### config.mk
export PLATFORM = sky130hd
export DESIGN_NAME = muldiv_seq_ctrl_flat
export DESIGN_NICKNAME = d
export VERILOG_FILES = /design/src/rtl/muldiv_seq_ctrl_if.sv /design/src/rtl/muldiv_seq_ctrl.sv /design/src/flat_wrapper.sv
export SDC_FILE = /design/constraint.sdc
export NUM_CORES = 1
export LEC_CHECK = 0
export ABC_CLOCK_PERIOD_IN_PS = 8600
export CORE_MARGIN = 4
export CORE_UTILIZATION = 35
export DETAILED_ROUTE_END_ITERATION = 16
export GPL_TIMING_DRIVEN = 0
export SYNTH_ARGS = -nofsm -noshare
export SYNTH_HDL_FRONTEND = slang
export SYNTH_SLANG_ARGS = --single-unit
### constraint.sdc
create_clock -name clk -period 8.6 [get_ports clk]
set_input_delay 1.29 -clock clk [delete_from_list [all_inputs] [get_ports clk]]
set_output_delay 1.29 -clock clk [all_outputs]
set_load 0.02 [all_outputs]
### src/rtl/muldiv_seq_ctrl_if.sv
// Request/response handshake bundle for the iterative mul/div sequencer.
// master = execute stage, slave = sequencer.
interface muldiv_seq_ctrl_if #(
  parameter int XLEN = 32
);
  logic            req_valid;
  logic            req_ready;
  logic [2:0]      req_op;
  logic [XLEN-1:0] req_a;
  logic [XLEN-1:0] req_b;
  logic            resp_valid;
  logic            resp_ready;
  logic [XLEN-1:0] resp_data;

  modport master (
    output req_valid, req_op, req_a, req_b, resp_ready,
    input  req_ready, resp_valid, resp_data
  );

  modport slave (
    input  req_valid, req_op, req_a, req_b, resp_ready,
    output req_ready, resp_valid, resp_data
  );
endinterface

### src/rtl/muldiv_seq_ctrl.sv
// RV32M mul/div sequencer, 1 bit/cycle; result XLEN+2 edges after accept (2 for fast specials).
// Backpressure: one op at a time, req_ready only in IDLE; result held in DONE until resp_ready.
module muldiv_seq_ctrl #(
  parameter int XLEN         = 32,
  parameter bit SPECIAL_FAST = 1'b1
) (
  input  logic             clk,
  input  logic             rst,
  input  logic             flush,
  output logic             busy,
  muldiv_seq_ctrl_if.slave bus
);
  localparam int CW = $clog2(XLEN) + 1;
  localparam logic [XLEN-1:0] MIN_NEG = {1'b1, {(XLEN-1){1'b0}}};

  typedef enum logic [2:0] {S_IDLE, S_PREP, S_CALC, S_FIX, S_DONE} state_t;

  state_t          state_q, state_d;
  logic [2:0]      op_q, op_d;
  logic [XLEN-1:0] a_q, a_d, b_q, b_d, mb_q, mb_d;
  logic [XLEN-1:0] acc_q, acc_d, mq_q, mq_d, resp_data_q, resp_data_d;
  logic [CW-1:0]   cnt_q, cnt_d;
  logic            neg_q, neg_d;

  logic            accept, is_div, is_rem, sgn_a, sgn_b, a_s, b_s;
  logic            div_zero, div_ovf, special;
  logic [XLEN-1:0] abs_a, abs_b, quo, rem, fix_res;
  logic [XLEN:0]   add_sum, div_shift, div_diff;
  logic [2*XLEN-1:0] prod;

  assign accept   = bus.req_valid && bus.req_ready;
  assign is_div   = op_q[2];
  assign is_rem   = op_q[1];
  assign sgn_a    = is_div ? !op_q[0] : (op_q[1] ^ op_q[0]);
  assign sgn_b    = is_div ? !op_q[0] : (op_q[1:0] == 2'b01);
  assign a_s      = sgn_a & a_q[XLEN-1];
  assign b_s      = sgn_b & b_q[XLEN-1];
  assign abs_a    = a_s ? -a_q : a_q;
  assign abs_b    = b_s ? -b_q : b_q;
  assign div_zero = (b_q == '0);
  assign div_ovf  = !op_q[0] && (a_q == MIN_NEG) && (b_q == '1);
  assign special  = is_div && (div_zero || div_ovf);

  // Engine: {acc,mq} is the product shift pair, or remainder/quotient-dividend pair.
  assign add_sum   = {1'b0, acc_q} + (mq_q[0] ? {1'b0, mb_q} : '0);
  assign div_shift = {acc_q, mq_q[XLEN-1]};
  assign div_diff  = div_shift - {1'b0, mb_q};

  assign prod = neg_q ? -{acc_q, mq_q} : {acc_q, mq_q};
  assign quo  = neg_q ? -mq_q : mq_q;
  assign rem  = neg_q ? -acc_q : acc_q;

  always_comb begin
    fix_res = '0;
    if (is_div) begin
      if (div_zero)      fix_res = is_rem ? a_q : '1;
      else if (div_ovf)  fix_res = is_rem ? '0 : MIN_NEG;
      else               fix_res = is_rem ? rem : quo;
    end else begin
      fix_res = (op_q[1:0] == 2'b00) ? prod[XLEN-1:0] : prod[2*XLEN-1:XLEN];
    end
  end

  always_ff @(posedge clk) begin
    if (!rst) state_q <= S_IDLE;
    else      state_q <= state_d;
  end

  always_comb begin
    state_d = state_q;
    case (state_q)
      S_IDLE: if (accept) state_d = S_PREP;
      // Specials skip the iterations; FIX still selects the architectural value.
      S_PREP: state_d = (SPECIAL_FAST && special) ? S_FIX : S_CALC;
      S_CALC: if (cnt_q == CW'(XLEN-1)) state_d = S_FIX;
      S_FIX:  state_d = S_DONE;
      S_DONE: if (bus.resp_ready) state_d = S_IDLE;
      default: state_d = S_IDLE;
    endcase
    if (flush && state_q != S_IDLE) state_d = S_IDLE;
  end

  always_comb begin
    bus.req_ready  = (state_q == S_IDLE) && !flush;
    bus.resp_valid = (state_q == S_DONE);
    bus.resp_data  = resp_data_q;
    busy           = (state_q != S_IDLE);
  end

  always_comb begin
    op_d        = op_q;
    a_d         = a_q;
    b_d         = b_q;
    mb_d        = mb_q;
    acc_d       = acc_q;
    mq_d        = mq_q;
    cnt_d       = cnt_q;
    neg_d       = neg_q;
    resp_data_d = resp_data_q;
    case (state_q)
      S_IDLE: begin
        if (accept) begin
          op_d = bus.req_op;
          a_d  = bus.req_a;
          b_d  = bus.req_b;
        end
      end
      S_PREP: begin
        mb_d  = abs_b;
        mq_d  = abs_a;
        acc_d = '0;
        cnt_d = '0;
        neg_d = (is_div && is_rem) ? a_s : (a_s ^ b_s);
      end
      S_CALC: begin
        cnt_d = cnt_q + 1'b1;
        if (is_div) begin
          if (!div_diff[XLEN]) begin
            acc_d = div_diff[XLEN-1:0];
            mq_d  = {mq_q[XLEN-2:0], 1'b1};
          end else begin
            acc_d = div_shift[XLEN-1:0];
            mq_d  = {mq_q[XLEN-2:0], 1'b0};
          end
        end else begin
          {acc_d, mq_d} = {add_sum, mq_q[XLEN-1:1]};
        end
      end
      S_FIX: resp_data_d = fix_res;
      default: ;
    endcase
  end

  always_ff @(posedge clk) begin
    if (!rst) begin
      op_q        <= '0;
      a_q         <= '0;
      b_q         <= '0;
      mb_q        <= '0;
      acc_q       <= '0;
      mq_q        <= '0;
      cnt_q       <= '0;
      neg_q       <= 1'b0;
      resp_data_q <= '0;
    end else begin
      op_q        <= op_d;
      a_q         <= a_d;
      b_q         <= b_d;
      mb_q        <= mb_d;
      acc_q       <= acc_d;
      mq_q        <= mq_d;
      cnt_q       <= cnt_d;
      neg_q       <= neg_d;
      resp_data_q <= resp_data_d;
    end
  end
endmodule

### src/flat_wrapper.sv
// flat-port wrapper written by rule: the top's interface ports become plain ports
module muldiv_seq_ctrl_flat 
#(
  parameter int XLEN         = 32,
  parameter bit SPECIAL_FAST = 1'b1
)
  (clk, rst, flush, busy, bus_req_valid, bus_req_op, bus_req_a, bus_req_b, bus_resp_ready, bus_req_ready, bus_resp_valid, bus_resp_data);
  muldiv_seq_ctrl_if #(.XLEN(XLEN)) bus_i ();
  input  logic clk;
  input  logic rst;
  input  logic flush;
  output logic busy;
  input wire logic [$bits(bus_i.req_valid)-1:0] bus_req_valid;
  input wire logic [$bits(bus_i.req_op)-1:0] bus_req_op;
  input wire logic [$bits(bus_i.req_a)-1:0] bus_req_a;
  input wire logic [$bits(bus_i.req_b)-1:0] bus_req_b;
  input wire logic [$bits(bus_i.resp_ready)-1:0] bus_resp_ready;
  output wire logic [$bits(bus_i.req_ready)-1:0] bus_req_ready;
  output wire logic [$bits(bus_i.resp_valid)-1:0] bus_resp_valid;
  output wire logic [$bits(bus_i.resp_data)-1:0] bus_resp_data;
  assign bus_i.req_valid = bus_req_valid;
  assign bus_i.req_op = bus_req_op;
  assign bus_i.req_a = bus_req_a;
  assign bus_i.req_b = bus_req_b;
  assign bus_i.resp_ready = bus_resp_ready;
  assign bus_req_ready = bus_i.req_ready;
  assign bus_resp_valid = bus_i.resp_valid;
  assign bus_resp_data = bus_i.resp_data;
  muldiv_seq_ctrl #(.XLEN(XLEN), .SPECIAL_FAST(SPECIAL_FAST)) u_core (.clk(clk), .rst(rst), .flush(flush), .busy(busy), .bus(bus_i));
endmodule
==> flow_metrics.tcl, run 1 <==
set metrics [dict create \
    status "finished clean" \
    synth_compound_area_share_pct 29.20 \
    finalNonFillerCells 2976 \
    grt_pass1_wl_um 106200 \
    seq_power_share_pct 36.4 \
    grt_pass1_vias 16820 \
    drv_cap 0 \
    min_to "u_core.bus.resp_data[2]" \
    crit_fanout 11 \
    arrival_ns 5.51 \
    antenna_left 0 \
    via_per_inst 5.919 \
    clk_path_buf_depth 3 \
    ys_ff_latch 205 \
    required_ns 9.06 \
    p_sw_uw 937.8 \
    muxShareOfSynthArea_pct 2.899 \
    cts.sinks 205 \
    ff2ff_path_depth 10 \
    wl_um 71850 \
    final_area_mm2 0.01891 \
    fin_ws_ns 3.551 \
    cts_setup_buffers 0 \
    grt_usage_pct 27.44 \
    fillCellCount 4786 \
    place_area_mm2 0.01801 \
    endpoint_kind "flop" \
    antenna_found_initial 3 \
    min_period_over_period_pct 58.71 \
    whs_ns 0.4364 \
    drt-initial-drc-count 1814 \
    fp.coreArea_mm2 0.04558 \
    die-area_mm2 0.04975 \
    die-height_um 223.1 \
    cts.htree.levels 1 \
    slew_headroom_pct 9.083 \
    dp_hpwl_um 57030 \
    post-route-min-period_ns 5.049 \
    post_drt_wl_per_cell_um 24.14 \
    hold-path-cell-count 2 \
    portBuffers 106 \
    dp_slack_ns 3.815 \
    pin_count 107 \
    path_class "reg -> reg" \
    start_kind "flop" \
    leakage_uw 0.007165 \
    seq_area_mm2 0.004104 \
    swShare_pct 32.99 \
    cts_resized 0 \
    setup_viol 0 \
    clk_latency_ns 0.58 \
    max_freq_mhz 198.1 \
    synthAdderAreaFrac_pct 5.813 \
    rsz0062_at_grt "no" \
    drive_gt1_share_pct 3.411 \
    path_clk_slew_ns 0.06 \
    reg2reg_from "u_core.op_q[1]" \
    dieWidth_um 223.1 \
    async_reset_ff_share_pct 0 \
    ir_drop_mv 0.1318 \
    drt_pre_antenna_iters 5 \
    synth_simple_gate_area_share_pct 20.64 \
    drc 0 \
    cts_root_buf "clkbuf_16" \
    synth_ff_type "dfxtp_1" \
    r2r_end "u_core.bus.resp_data[17]" \
    combPwrFrac_pct 22.4 \
    yosys_warnings 0 \
    worst_pin_slew_ns 1.353 \
    yosys.area_share.xor_xnor_pct 10.44 \
    clkPwrFrac_pct 41.2 \
    finClkSkew_ns 0.01366 \
    synth_top_family_by_area "compound AO/OA/AOI/OAI gates" \
    p_int_uw 1905 \
    cts_buffers 27 \
    nNetsFinal 2502 \
    dpl.cell_count 2927 \
    slew_violations 0 \
    grt_max_degree 15 \
    hold_violations 0 \
    synth_cell_types 77 \
    final_common_cell "nand2_1" \
    initial_core_util_pct 35.52 \
    power.density_mw_per_mm2 150.3 \
    synth_area_per_cell_um2 7.291 \
    hold_buffers 0 \
    area_delta_synth_final_pct 16.84 \
    grt_overflow_total 0 \
    seq_area_frac_synth_pct 25.35 \
    layout_common_cells "nand2_1 (325), a21oi_1 (219), dfxtp_1 (205)" \
    cts_tree "yes" \
    dr_total_vias 17610 \
    fin_setup_tns_ns 0 \
    synthCells 2220 \
    gp_congestion 1.023 \
    rows 78 \
    multi_input_area_mm2 0.01117 \
    synth_area_mm2 0.01619 \
    reg2reg_slack_ns 3.55 \
    min_path_type "reg -> reg" \
    worstHoldStart "u_core.bus.resp_data[2]" \
    synth-edff-count 0 \
    syn_nets 2366 \
]
## cell usage after synthesis, types with 22 or more instances
master / number / area share, %
mux2i_1: 30 / 1.9
nor3_1: 40 / 1.2
inv_1: 59 / 1.4
dfxtp_1: 205 / 25
nand2_1: 325 / 7.5
xor2_1: 109 / 5.9
xnor2_1: 84 / 4.5
a211oi_1: 61 / 2.8
a21oi_1: 219 / 6.8
clkbuf_1: 158 / 3.7
a21o_1: 34 / 1.6
nand3_1: 22 / 0.68
ha_1: 72 / 5.6
o21ai_0: 171 / 5.3
o31ai_1: 36 / 1.7
nor2b_1: 29 / 1.1
nor2_1: 177 / 4.1
## critical path, stage by stage (launching register included)
cell	delay (ns)
dfxtp_1	0.33
clkbuf_1	0.27
clkinv_1	0.40
clkbuf_1	0.76
ha_1	0.39
clkbuf_1	0.52
clkinv_1	0.57
nor2_1	0.68
clkbuf_1	0.54
a221oi_1	0.24
a22o_1	0.22
## metal layers
metal / wire (um) / track usage [%] / vias up
met5: 14 / 0 / -
met4: 2547 / 8.371 / 2
met3: 5891 / 4.158 / 126
met2: 30520 / 41.85 / 819
met1: 32880 / 39.90 / 8402
li1: - / - / 8265
## final cells by class
| cell class | instances | share of cell area [%] |
|---|---|---|
| multi-input cells | 1777 | 59.04 |
| inverters | 63 | 1.250 |
| flip-flops and latches | 205 | 21.70 |
| diodes | 1 | 0.01323 |
| plain buffers | 175 | 3.592 |
| well taps | 600 | 3.969 |
| clock inverters | 11 | 0.8005 |
| repair buffers | 107 | 5.650 |
| clock buffers | 37 | 3.983 |
## through the flow
stage	util, %	power [uW]
3_5_place_dp	39.51	1669
5_1_grt	41.49	2956
6_report	41.50	2843
4_1_cts	41.49	2844
3_3_place_gp	39.49	1666
2_1_floorplan	-	1436
## worst max-delay path by stage
stage,start,endpoint,depth (start not counted)
after floorplan,u_core.mb_q[7],u_core.acc_q[26],12
after global placement,u_core.op_q[1],u_core.bus.resp_data[17],10
after detailed placement,u_core.op_q[1],u_core.bus.resp_data[17],10
after CTS,u_core.op_q[1],u_core.bus.resp_data[17],10
after global routing,u_core.op_q[1],u_core.bus.resp_data[17],10
final,u_core.op_q[1],u_core.bus.resp_data[17],10
## kinds of logic after synthesis
group	after synthesis
multiplexers	44
XOR/XNOR	193
flip-flops	205
AND/OR/NAND/NOR	731
AO/OA/AOI/OAI	735
adder cells (fa/ha/maj)	74
buffers and inverters	238
## power groups by stage
stage / registers (uW) / clock network, uW / logic (uW)
2_1_floorplan: 1030 / 0 / 405
3_3_place_gp: 1050 / 0 / 614
3_5_place_dp: 1050 / 0 / 615
4_1_cts: 1030 / 1190 / 618
5_1_grt: 1040 / 1240 / 682
6_report: 1040 / 1170 / 635
## sequential cells by signal, summed over array words and instances (netlist names)
| signal | count |
|---|---|
| u_core.bus.resp_data | 32 |
| u_core.a_q | 32 |
| u_core.state_q | 3 |
| u_core.b_q | 32 |
| u_core.acc_q | 32 |
| u_core.cnt_q | 6 |
| u_core.neg_q | 1 |
| u_core.mb_q | 32 |
| u_core.op_q | 3 |
| u_core.mq_q | 32 |
Power figures use the tool's default switching activity.
==> run 2: changes to the inputs <==
--- a/config.mk
+++ b/config.mk
@@ -5,7 +5,7 @@
 export SDC_FILE = /design/constraint.sdc
 export NUM_CORES = 1
 export LEC_CHECK = 0
-export ABC_CLOCK_PERIOD_IN_PS = 8600
+export ABC_CLOCK_PERIOD_IN_PS = 4300
 export CORE_MARGIN = 4
 export CORE_UTILIZATION = 35
 export DETAILED_ROUTE_END_ITERATION = 16
==> constraint.sdc (replaced) <==
create_clock -name clk -period 4.3 [get_ports clk]
set_input_delay 0.645 -clock clk [delete_from_list [all_inputs] [get_ports clk]]
set_output_delay 0.645 -clock clk [all_outputs]
set_load 0.02 [all_outputs]
==> flow_metrics.tcl, run 2 (synthesis results as in run 1) <==
set metrics [dict create \
    status "finished clean" \
    power.density_mw_per_mm2 300.2 \
    cts_root_buf "clkbuf_16" \
    clk_latency_ns 0.58 \
    grt_max_degree 19 \
    cts.sinks 205 \
    cts_tree "yes" \
    dieWidth_um 223.1 \
    grt_pass1_vias 16800 \
    slew_headroom_pct 12.58 \
    die-area_mm2 0.04975 \
    finClkSkew_ns 0.01159 \
    dp_hpwl_um 57030 \
    rows 78 \
    clkPwrFrac_pct 41.2 \
    dp_slack_ns -0.4846 \
    dpl.cell_count 2927 \
    min_path_type "reg -> reg" \
    grt_overflow_total 0 \
    arrival_ns 4.66 \
    via_per_inst 5.890 \
    drt-initial-drc-count 1915 \
    grt_usage_pct 27.36 \
    fp.coreArea_mm2 0.04558 \
    fin_setup_tns_ns 0 \
    grt_pass1_wl_um 105900 \
    cts_buffers 27 \
    rsz0062_at_grt "no" \
    dr_total_vias 17520 \
    crit_fanout 10 \
    finalNonFillerCells 2974 \
    cts_setup_buffers 0 \
    die-height_um 223.1 \
    layout_common_cells "nand2_1 (325), a21oi_1 (219), dfxtp_1 (205)" \
    gp_congestion 1.023 \
    path_clk_slew_ns 0.06 \
    initial_core_util_pct 35.52 \
    swShare_pct 32.94 \
    cts.htree.levels 1 \
    power_uw 5688 \
    antenna_found_initial 3 \
    required_ns 4.76 \
    clk_path_buf_depth 3 \
    hold_buffers 0 \
    diodes 0 \
    nNetsFinal 2501 \
    ir_drop_mv 0.2639 \
    seq_power_share_pct 36.4 \
    post-route-min-period_ns 4.194 \
    fin_ws_ns 0.1056 \
    pin_count 107 \
    path_class "reg -> reg" \
    area_delta_synth_final_pct 17.07 \
    endpoint_kind "flop" \
    combPwrFrac_pct 22.4 \
    drv_cap 0 \
    portBuffers 106 \
    min_period_over_period_pct 97.54 \
    max_freq_mhz 238.4 \
    post_drt_wl_per_cell_um 24.09 \
    p_int_uw 3815 \
    reg2reg_slack_ns 0.11 \
    drc 0 \
    start_kind "flop" \
    wl_um 71630 \
    place_area_mm2 0.01801 \
    leakage_uw 0.007183 \
    drt_pre_antenna_iters 6 \
    setup_viol 0 \
    antenna_left 0 \
    final_area_mm2 0.01895 \
    drive_gt1_share_pct 3.917 \
    p_sw_uw 1874 \
    final_common_cell "nand2_1" \
    worst_pin_slew_ns 1.301 \
    hold_violations 0 \
    slew_violations 0 \
]
run 2: final timing paths:
path,start,endpoint,cells past startpoint
min reg2reg,u_core.bus.resp_data[2],u_core.bus.resp_data[2],2
max reg2reg,u_core.b_q[14],u_core.bus.resp_data[17],8
max,u_core.b_q[14],u_core.bus.resp_data[17],8
min,u_core.bus.resp_data[2],u_core.bus.resp_data[2],2
run 2: power groups by stage:
stage	registers, uW	clock network, uW	logic [uW]
floorplan	2060	0	809
global placement	2100	0	1230
detailed placement	2110	0	1230
CTS	2070	2390	1240
global route	2080	2470	1370
finish	2070	2340	1270
run 2: layer usage:
layer | track usage, % | up-vias | part of all wire (%)
met2 | 41.85 | 721 | 43
met1 | 39.64 | 8400 | 46
met5 | 0 | - | 0.018
li1 | - | 8268 | -
met4 | 8.391 | 2 | 3.5
met3 | 4.171 | 127 | 7.6
run 2: worst max-delay path, cell delays in order, from the launching register on:
cell      delay, ns
dfxtp_1        0.37
or4_1          0.62
or4_1          0.51
nor4_2         0.61
a21o_1         0.33
clkbuf_1       0.55
clkbuf_1       0.56
o21ai_0        0.26
a22o_1         0.26
run 2: final cells by class:
type	count	area, um2
tap	600	750.7
inverter	63	244.0
clock inverter	11	151.4
timing repair buffer	107	1069
buffer	174	688.2
fill	4780	26630
sequential	205	4104
clock buffer	37	753.2
multi-input combinational	1777	11190
run 2: timing repair:
action / CTS / global route
endpoints found under the hold margin: 0 / 0
gates resized for setup: 5 / 15
setup endpoints to repair: 38 / 38
run 2: per-stage QoR:
stage          utilization [%]  hold slack (ns)
2_1_floorplan                -           0.4319
5_1_grt                  41.58           0.4729
6_report                 41.58           0.4354
3_3_place_gp             39.49           0.4294
4_1_cts                  41.52           0.4362
3_5_place_dp             39.51           0.4287
==> run 3: changes to the inputs <==
--- a/config.mk
+++ b/config.mk
@@ -5,7 +5,7 @@
 export SDC_FILE = /design/constraint.sdc
 export NUM_CORES = 1
 export LEC_CHECK = 0
-export ABC_CLOCK_PERIOD_IN_PS = 4300
+export ABC_CLOCK_PERIOD_IN_PS = 3900
 export CORE_MARGIN = 4
 export CORE_UTILIZATION = 35
 export DETAILED_ROUTE_END_ITERATION = 16
==> constraint.sdc (replaced) <==
create_clock -name clk -period 3.9 [get_ports clk]
set_input_delay 0.585 -clock clk [delete_from_list [all_inputs] [get_ports clk]]
set_output_delay 0.585 -clock clk [all_outputs]
set_load 0.02 [all_outputs]
==> flow_metrics.tcl, run 3 (synthesis results as in run 1) <==
set metrics [dict create \
    clk_latency_ns 0.58 \
    slew_violations 0 \
    path_clk_slew_ns 0.06 \
    ir_drop_mv 0.2917 \
    pin_count 107 \
    final_util_pct 41.81 \
    power_uw 6303 \
    nNetsFinal 2505 \
    finClkSkew_ns 0.01255 \
    gp_congestion 1.023 \
    min_path_type "reg -> reg" \
    clkPwrFrac_pct 41.0 \
    dieWidth_um 223.1 \
    antenna_left 0 \
    p_sw_uw 2078 \
    whs_ns 0.4354 \
    via_per_inst 5.907 \
    cts_buffers 27 \
    fillCellCount 4767 \
    cp-startpoint "u_core.mq_q[31]" \
    cts.sinks 205 \
    cts_tree "yes" \
    grt_usage_pct 27.46 \
    combPwrFrac_pct 22.7 \
    drv_cap 0 \
    met2RoutedLength_um 30700 \
    die-area_mm2 0.04975 \
    fin_setup_tns_ns 0 \
    hold_violations 0 \
    cpMostUsedCell "a21oi_1" \
    layout_common_cells "nand2_1 (324), a21oi_1 (219), dfxtp_1 (203)" \
    die-height_um 223.1 \
    grt_overflow_total 0 \
    area_delta_synth_final_pct 17.72 \
    crit_buf_inv 3 \
    drt_pre_antenna_iters 5 \
    dpl.cell_count 2927 \
    wl_met3_um 5754 \
    clk_path_buf_depth 3 \
    reg2reg_from "u_core.mq_q[31]" \
    grt_pass1_wl_um 106300 \
    cts_root_buf "clkbuf_16" \
    path_class "reg -> reg" \
    routed.top_layer "met5" \
    worstSetupEndpoint "u_core.acc_q[0]" \
    drc 0 \
    crit_fanout 10 \
    crit_path_max_incr_delay_ns 0.40 \
    power.density_mw_per_mm2 330.8 \
    post_drt_wl_per_cell_um 24.15 \
    required_ns 4.34 \
    dr_total_vias 17600 \
    max_freq_mhz 258.5 \
    arrival_ns 4.31 \
    finalNonFillerCells 2979 \
    endpoint_kind "flop" \
    wirelength_met1_um 33090 \
    leakage_uw 0.007233 \
    final_common_cell "nand2_1" \
    dp_hpwl_um 57030 \
    r2r_end "u_core.acc_q[0]" \
    antenna_found_initial 3 \
    grt_pass1_vias 16840 \
    status "finished clean" \
    critical_path.top_delay_family "compound AO/OA/AOI/OAI gates" \
    cp_num_cells 14 \
    post-route-min-period_ns 3.869 \
    fp.coreArea_mm2 0.04558 \
    cp_cell_sequence "inv_1 -> ha_1 -> fa_1 -> nor2b_1 -> o31a_1 -> o21ai_0 -> a31oi_2 -> a21oi_1 -> o211ai_1 -> buf_6 -> clkbuf_4 -> nor2_1 -> a21oi_1 -> o221ai_1" \
    portBuffers 106 \
    reg2reg_slack_ns 0.03 \
    worst_pin_slew_ns 1.319 \
    start_kind "flop" \
    min_period_over_period_pct 99.20 \
    drive_gt1_share_pct 5.130 \
    slew_headroom_pct 11.42 \
    grt_max_degree 15 \
    cp_slowest_cell "dfxtp_2" \
    initial_core_util_pct 35.52 \
    ff2ff_path_depth 14 \
    hold_buffers 0 \
    drt-initial-drc-count 1762 \
    p_int_uw 4225 \
    wl_um 71950 \
    swShare_pct 32.97 \
    setup_viol 0 \
    seq_power_share_pct 36.3 \
    rows 78 \
    cts.htree.levels 1 \
]
## run 3: per-stage QoR
step | setup WS, ns | cell area [um2]
2_1_floorplan | 0.6129 | 16190
3_3_place_gp | -1.010 | 18000
3_5_place_dp | -0.8846 | 18010
4_1_cts | 0.0009348 | 18960
5_1_grt | -0.02494 | 19050
6_report | 0.03101 | 19050
## run 3: final cells by class
cell class / count / area, um2 / share of cell area, %
Multi-Input combinational cell: 1777 / 11240 / 58.99
Sequential cell: 205 / 4106 / 21.55
Timing Repair Buffer: 113 / 1114 / 5.844
Clock buffer: 37 / 753.2 / 3.953
Tap cell: 600 / 750.7 / 3.940
Buffer: 172 / 696.9 / 3.657
Inverter: 63 / 240.2 / 1.261
Clock inverter: 11 / 151.4 / 0.7945
Antenna cell: 1 / 2.502 / 0.01313
## run 3: how the worst min path moves through the flow
stage | start | end | slack, ns | cells past startpoint
2_1_floorplan | u_core.mb_q[31] | u_core.mb_q[31] | 0.43 | 2
3_3_place_gp | u_core.bus.resp_data[2] | u_core.bus.resp_data[2] | 0.43 | 2
3_5_place_dp | u_core.bus.resp_data[2] | u_core.bus.resp_data[2] | 0.43 | 2
4_1_cts | u_core.bus.resp_data[2] | u_core.bus.resp_data[2] | 0.44 | 2
5_1_grt | u_core.bus.resp_data[2] | u_core.bus.resp_data[2] | 0.47 | 2
6_report | u_core.bus.resp_data[2] | u_core.bus.resp_data[2] | 0.44 | 2
## run 3: timing repair
action                     4_1_cts  5_1_grt
setup endpoints to repair       86       58
hold endpoints to repair         0        0
setup buffers                    0        6
pin swaps                        2        4
gates resized for setup         23       29
## run 3: power by group through the flow
stage | logic, uW | clock network [uW] | registers (uW)
final | 1430 | 2580 | 2290
after global routing | 1530 | 2730 | 2290
after CTS | 1370 | 2630 | 2280
after floorplan | 892 | 0 | 2270
after global placement | 1350 | 0 | 2320
after detailed placement | 1360 | 0 | 2320
## run 3: routing by layer
layer | global-route usage (%) | up-vias
met2 | 42.01 | 786
met3 | 4.474 | 120
met5 | 0 | -
li1 | - | 8278
met1 | 39.80 | 8411
met4 | 7.954 | 2
## run 3: worst min-delay path, cell delays in order (launching register included)
cell     delay (ns)
dfxtp_1        0.30
nand2_1        0.05
nand2_1        0.04
